--- config.mk ---
export PLATFORM = sky130hd
export DESIGN_NAME = brightness_pwm_gen
export DESIGN_NICKNAME = d
export VERILOG_FILES = /design/src/rtl/brightness_pwm_gen.sv
export SDC_FILE = /design/constraint.sdc
export NUM_CORES = 1
export LEC_CHECK = 0
export BUFFER_PORTS_ARGS = -buffer_cell sky130_fd_sc_hd__buf_2
export CAP_MARGIN = 10
export CORE_ASPECT_RATIO = 0.8
export CORE_MARGIN = 3
export CORE_UTILIZATION = 51
export DETAILED_ROUTE_END_ITERATION = 6
export MAX_ROUTING_LAYER = met4
export PLACE_DENSITY_LB_ADDON = 0.12
export SLEW_MARGIN = 20
export SYNTH_ARGS = -nofsm -noshare
export SYNTH_HDL_FRONTEND = slang
export SYNTH_SLANG_ARGS = --single-unit
--- constraint.sdc ---
create_clock -name clk -period 1.8 [get_ports clk]
set_input_delay 0.54 -clock clk [delete_from_list [all_inputs] [get_ports clk]]
set_output_delay 0.54 -clock clk [all_outputs]
set_load 0.01 [all_outputs]
--- src/rtl/brightness_pwm_gen.sv ---
// Display brightness PWM generator: prescaled phase counter compared against
// a duty word. Duty updates are double-buffered and applied only at period
// boundaries so a period is never cut short or glitched.
module brightness_pwm_gen #(
    parameter int WIDTH    = 8,
    parameter int PRESCALE = 195
) (
    input  logic             clk,
    input  logic             reset_n,
    input  logic             enable,
    input  logic [WIDTH-1:0] duty_in,
    input  logic             duty_load,
    output logic             pwm,
    output logic             period_start,
    output logic [WIDTH-1:0] duty_active
);

    localparam int             PW   = (PRESCALE > 1) ? $clog2(PRESCALE) : 1;
    localparam logic [PW-1:0]  PMAX = PW'(PRESCALE - 1);
    localparam logic [WIDTH-1:0] DMAX = '1;

    typedef enum logic {IDLE, RUN} state_t;

    state_t           state_q, state_d;
    logic [PW-1:0]    presc_q, presc_d;
    logic [WIDTH-1:0] phase_q, phase_d;
    logic [WIDTH-1:0] pend_q, pend_d;
    logic             pend_vld_q, pend_vld_d;
    logic [WIDTH-1:0] duty_q, duty_d;
    logic             pwm_q, pwm_d;
    logic             pstart_q, pstart_d;
    logic             tick;
    logic             boundary;

    // FSM state register
    always_ff @(posedge clk or negedge reset_n) begin
        if (!reset_n) state_q <= IDLE;
        else          state_q <= state_d;
    end

    // FSM next state: enable alone moves between IDLE and RUN
    always_comb begin
        state_d = state_q;
        case (state_q)
            IDLE:    if (enable)  state_d = RUN;
            RUN:     if (!enable) state_d = IDLE;
            default: state_d = IDLE;
        endcase
    end

    // Phase step tick; boundary is the tick that wraps the phase to 0.
    // A boundary while being disabled is skipped; IDLE then applies the duty.
    assign tick     = (state_q == RUN) && (presc_q == PMAX);
    assign boundary = tick && (phase_q == DMAX) && enable;

    // Datapath next-state: counters, duty double buffer, registered outputs
    always_comb begin
        presc_d    = presc_q;
        phase_d    = phase_q;
        pend_d     = pend_q;
        pend_vld_d = pend_vld_q;
        duty_d     = duty_q;
        pwm_d      = 1'b0;
        pstart_d   = 1'b0;

        // Counters are zero in IDLE and on the way out of RUN, so a fresh
        // run always starts at phase 0 without a period_start pulse.
        if (!enable || state_q == IDLE) begin
            presc_d = '0;
            phase_d = '0;
        end else begin
            presc_d = tick ? '0 : presc_q + 1'b1;
            if (tick) phase_d = phase_q + 1'b1;
        end

        // All-ones duty forces full on, avoiding the one-step dropout.
        if (enable) pwm_d = (phase_q < duty_q) || (duty_q == DMAX);

        pstart_d = boundary;

        // Apply pending duty immediately in IDLE, else only at the boundary.
        if (pend_vld_q && (state_q == IDLE || boundary)) begin
            duty_d     = pend_q;
            pend_vld_d = 1'b0;
        end

        // Capture last so a coincident load stays pending for the next boundary.
        if (duty_load) begin
            pend_d     = duty_in;
            pend_vld_d = 1'b1;
        end
    end

    // Datapath registers
    always_ff @(posedge clk or negedge reset_n) begin
        if (!reset_n) begin
            presc_q    <= '0;
            phase_q    <= '0;
            pend_q     <= '0;
            pend_vld_q <= 1'b0;
            duty_q     <= '0;
            pwm_q      <= 1'b0;
            pstart_q   <= 1'b0;
        end else begin
            presc_q    <= presc_d;
            phase_q    <= phase_d;
            pend_q     <= pend_d;
            pend_vld_q <= pend_vld_d;
            duty_q     <= duty_d;
            pwm_q      <= pwm_d;
            pstart_q   <= pstart_d;
        end
    end

    assign pwm          = pwm_q;
    assign period_start = pstart_q;
    assign duty_active  = duty_q;

endmodule

==> run summary <==
The highest clock rate is 0.553 GHz, and the average size of a mapped cell is 11.8 µm². Global routing used 21.4% of the available tracks across all layers. The count of distinct cell types in the synthesized netlist was 32. The count of boundary I/O pins was 22.

The length of the first detailed-routing pass in iterations was 4. Summing the sequential cell areas from Yosys gives 49.7% of the chip area. Setup repair after global routing could not meet its margin everywhere. At the later pin of the worst-skew pair, clock insertion delay measures 300 ps. After synthesis, the share of flip-flops with an asynchronous set or reset is 100%.

In this run the tool buffered the top-level ports with 21 buffer cells. The run gives 165 as the DRC marker count from the first detailed-route iteration. The tools report the final critical-path setup slack as -6.76 ps.

The design draws 1.80 mW. Of the total synthesized cell area, the portion taken by full adders, half adders and majority gates is 6.90%. The tools report the placed wire-length estimate after detailed placement as 2.79 mm. For this design the ratio of total power to cell area is 829 nW/µm².

dfrtp_1 is the most common cell in the netlist. Of all nets on the critical path, the largest fanout is 8. Setup violations remaining at the end of the flow were counted as 4. The height of the chip was 59.3 µm. The pre-CTS setup slack was 12.9 ps. By count the netlist is led by dfrtp_1 (36), nor2_1 (16), nand2_1 (11). Final-report max-slew violation count: 0.

The average wire per standard cell works out to 16.4 µm. In the final design database the tool counted 216 nets. At the pin with the least slew margin, the transition time is 476 ps. Worst-case clock buffer depth: 2. In this run, synthesis inferred 0 flip-flops with an integrated enable. The source of the worst register-to-register timing path is phase_q[1]$_DFFE_PN0P_.

By area the synthesized netlist is led by dfrtp_1 (50%), ha_1 (6.9%), mux2_4 (6.6%). The number of cells on the worst reg-to-reg path is 5. Entering global routing, the biggest net connects 37 pins. Between clock sinks in the finished design, the worst skew comes to 11.7 ps. The tools report the count of antenna diodes in the layout as 0. The tool flagged a number of max-cap violations equal to 0. The run gives 0 as the overflow left after global routing. After layout, the minimum clock period comes to 1810 ps. Clock tree synthesis found a total of 36 sinks.

TritonCTS built the clock tree. In this run the number of H-tree levels came out at 2. The run gives 568 µV as the maximum vdd drop. The checks that failed: setup timing.

The via count of the first global-routing pass is 1356, and the number of buffers inserted during clock tree synthesis is 5. The hold buffer count at cts was 0; the clock transition at the register clock pins on the worst setup and hold paths after CTS was 80 ps. Fraction of the mapped netlist area in compound gates: 5.31%. The endpoint identified for the worst register-to-register timing path is duty_active[6]$_DFFE_PN0P_. The die covers 4310 µm². The xor/xnor cell area share of the yosys netlist was 4.83%; the number of antenna-violating nets in the routed design was 0.

The final estimated routing congestion in global placement came out at 0.875. In the finished design, the share of the clock period the worst path needs comes to 100%. Simple-gate portion of the synthesized area: 19.4%. In this run the horizontal extent of the chip is 72.7 µm.

The run finished, with violations left. The portion of netlist area occupied by mux cells was 11.6%; the static leakage was 1.03 nW. The floorplan has 18 rows. The total area inside the core boundary comes to 3240 µm².

The min-delay analysis places its worst path in the category in2async. The met2 usage in global routing is 33.2%. The launching element type of the critical path is a register. The post-route DRC violation count was 0; the reg-to-reg setup timing slack was -7 ps.

The global-route layer with the greatest usage was met2. Area fraction of the dominant cell type after synthesis: 49.7%. The signal arrival time at the worst endpoint is 1990 ps. The cell sitting at the root of the clock tree is a clkbuf_8. The filler cells instantiated in the layout total 259. Global routing used 27.0% of the available met1 tracks.

The tools report the endpoint type of the worst setup path as a register. In the synthesized netlist, the number of instances is 153. The main combinational cell family by area after synthesis is simple AND/OR/NAND/NOR gates. Global routing used 4.75% of the available met3 tracks.

The logs give 6.64 mm for the wire length of the first global-routing pass and 1980 ps for the critical path data required time. The number of nets handed over by synthesis was 175. The number of warnings issued by yosys was 0. The biggest area consumer among synthesized cells is dfrtp_1. Category of the most critical setup path: reg2reg. The routed design has 3.84 mm of wire. The tools report the post-synthesis instance area as 1810 µm². The post-route netlist has 34.9% of its cells at a drive strength greater than 1. The number of synthesized register bits is 36, and the number of failing hold endpoints at the final stage is 0. In the synthesized netlist the dominant register cell turns out to be dfrtp_1. From synthesis to final layout, the design area changed by 19.7%.

The initial standard-cell utilization of the core was 55.9%. The routed layout has 1303 vias. The via-per-instance ratio works out to 5.54. The run gives 68.2% as the relative max-transition margin. Number of antenna violations at the first check in global routing: 0.
-- report_power, final --
group          leakage [nW]  switching, mW  internal [mW]
logic                 0.528          0.130          0.138
registers             0.458         0.0580          0.869
clock network        0.0455          0.293          0.312
total                  1.03          0.481           1.32
-- layer usage --
layer,vias up,wire length (µm)
li1,623,-
met1,643,1730
met2,28,1880
met3,9,145
met4,0,84
met5,-,0
-- kinds of logic (layout without fill, tap and decap cells) --
group,Yosys count,in the layout
xor gates and xnor gates,10,10
DFF,36,36
adders and majority gates,10,10
AOI/OAI and AO/OA,13,13
buffers and inverters,11,53
and+or+nand+nor,57,57
muxes,16,16
-- flip-flops by register name (all words and copies together), names as in the netlist --
| name | cells |
|---|---|
| pend_q | 8 |
| period_start | 1 |
| pend_vld_q | 1 |
| phase_q | 8 |
| pwm | 1 |
| state_q | 1 |
| presc_q | 8 |
| duty_active | 8 |
-- cell type report --
| cell class | count | area (µm²) | share of cell area, % |
|---|---|---|---|
| clock buffers | 8 | 90.1 | 4.15 |
| inverters | 10 | 37.5 | 1.73 |
| well taps | 40 | 50.0 | 2.31 |
| multi-input cells | 106 | 881 | 40.6 |
| flip-flops and latches | 36 | 901 | 41.5 |
| repair buffers | 35 | 210 | 9.69 |
-- metrics by stage --
step / cell area (µm²) / hold WS (ps) / cells / util, % / setup TNS [ps]
final: 2170 / 260 / 235 / 66.9 / -17.7
after global routing: 2170 / 301 / 235 / 66.9 / -428
after floorplan: 1810 / 244 / 153 / - / 0
after CTS: 2140 / 287 / 233 / 66.1 / 0
after detailed placement: 2050 / 491 / 225 / 63.3 / 0
after global placement: 2050 / 488 / 225 / 63.3 / 0
-- cells in the final DEF (no fill, tap or decap), types with 7 or more instances in the layout --
cell type,netlist,final
nand2_1,11,11
xor2_1,7,7
ha_1,10,9
nor2_1,16,16
mux2_4,8,8
inv_1,10,10
buf_4,0,14
mux2_2,8,8
dfrtp_1,36,36
buf_2,0,21
nand3_1,10,10
-- worst max-delay path, cell delays in order (launching register included) --
cell	delay, ps
dfrtp_1	410
ha_2	220
nand4_1	160
nor4_4	370
o21ai_4	190
mux2_4	330
-- what timing repair did --
item | in CTS | in global routing
buffers inserted | 0 | 2
resized for setup | 0 | 3
setup endpoints to repair | 0 | 10
-- how the worst max path moves through the flow --
| stage | end | from | slack (ps) | cells past startpoint |
|---|---|---|---|---|
| final | duty_active[6]$_DFFE_PN0P_ | phase_q[1]$_DFFE_PN0P_ | -7 | 5 |
| after floorplan | duty_active[0]$_DFFE_PN0P_ | presc_q[0]$_DFF_PN0_ | 60 | 6 |
| after global routing | duty_active[6]$_DFFE_PN0P_ | phase_q[1]$_DFFE_PN0P_ | -60 | 5 |
| after CTS | duty_active[6]$_DFFE_PN0P_ | presc_q[0]$_DFF_PN0_ | 0.7 | 6 |
| after global placement | duty_active[5]$_DFFE_PN0P_ | presc_q[0]$_DFF_PN0_ | 110 | 6 |
| after detailed placement | duty_active[6]$_DFFE_PN0P_ | presc_q[0]$_DFF_PN0_ | 10 | 6 |
Power figures use the tool's default switching activity.
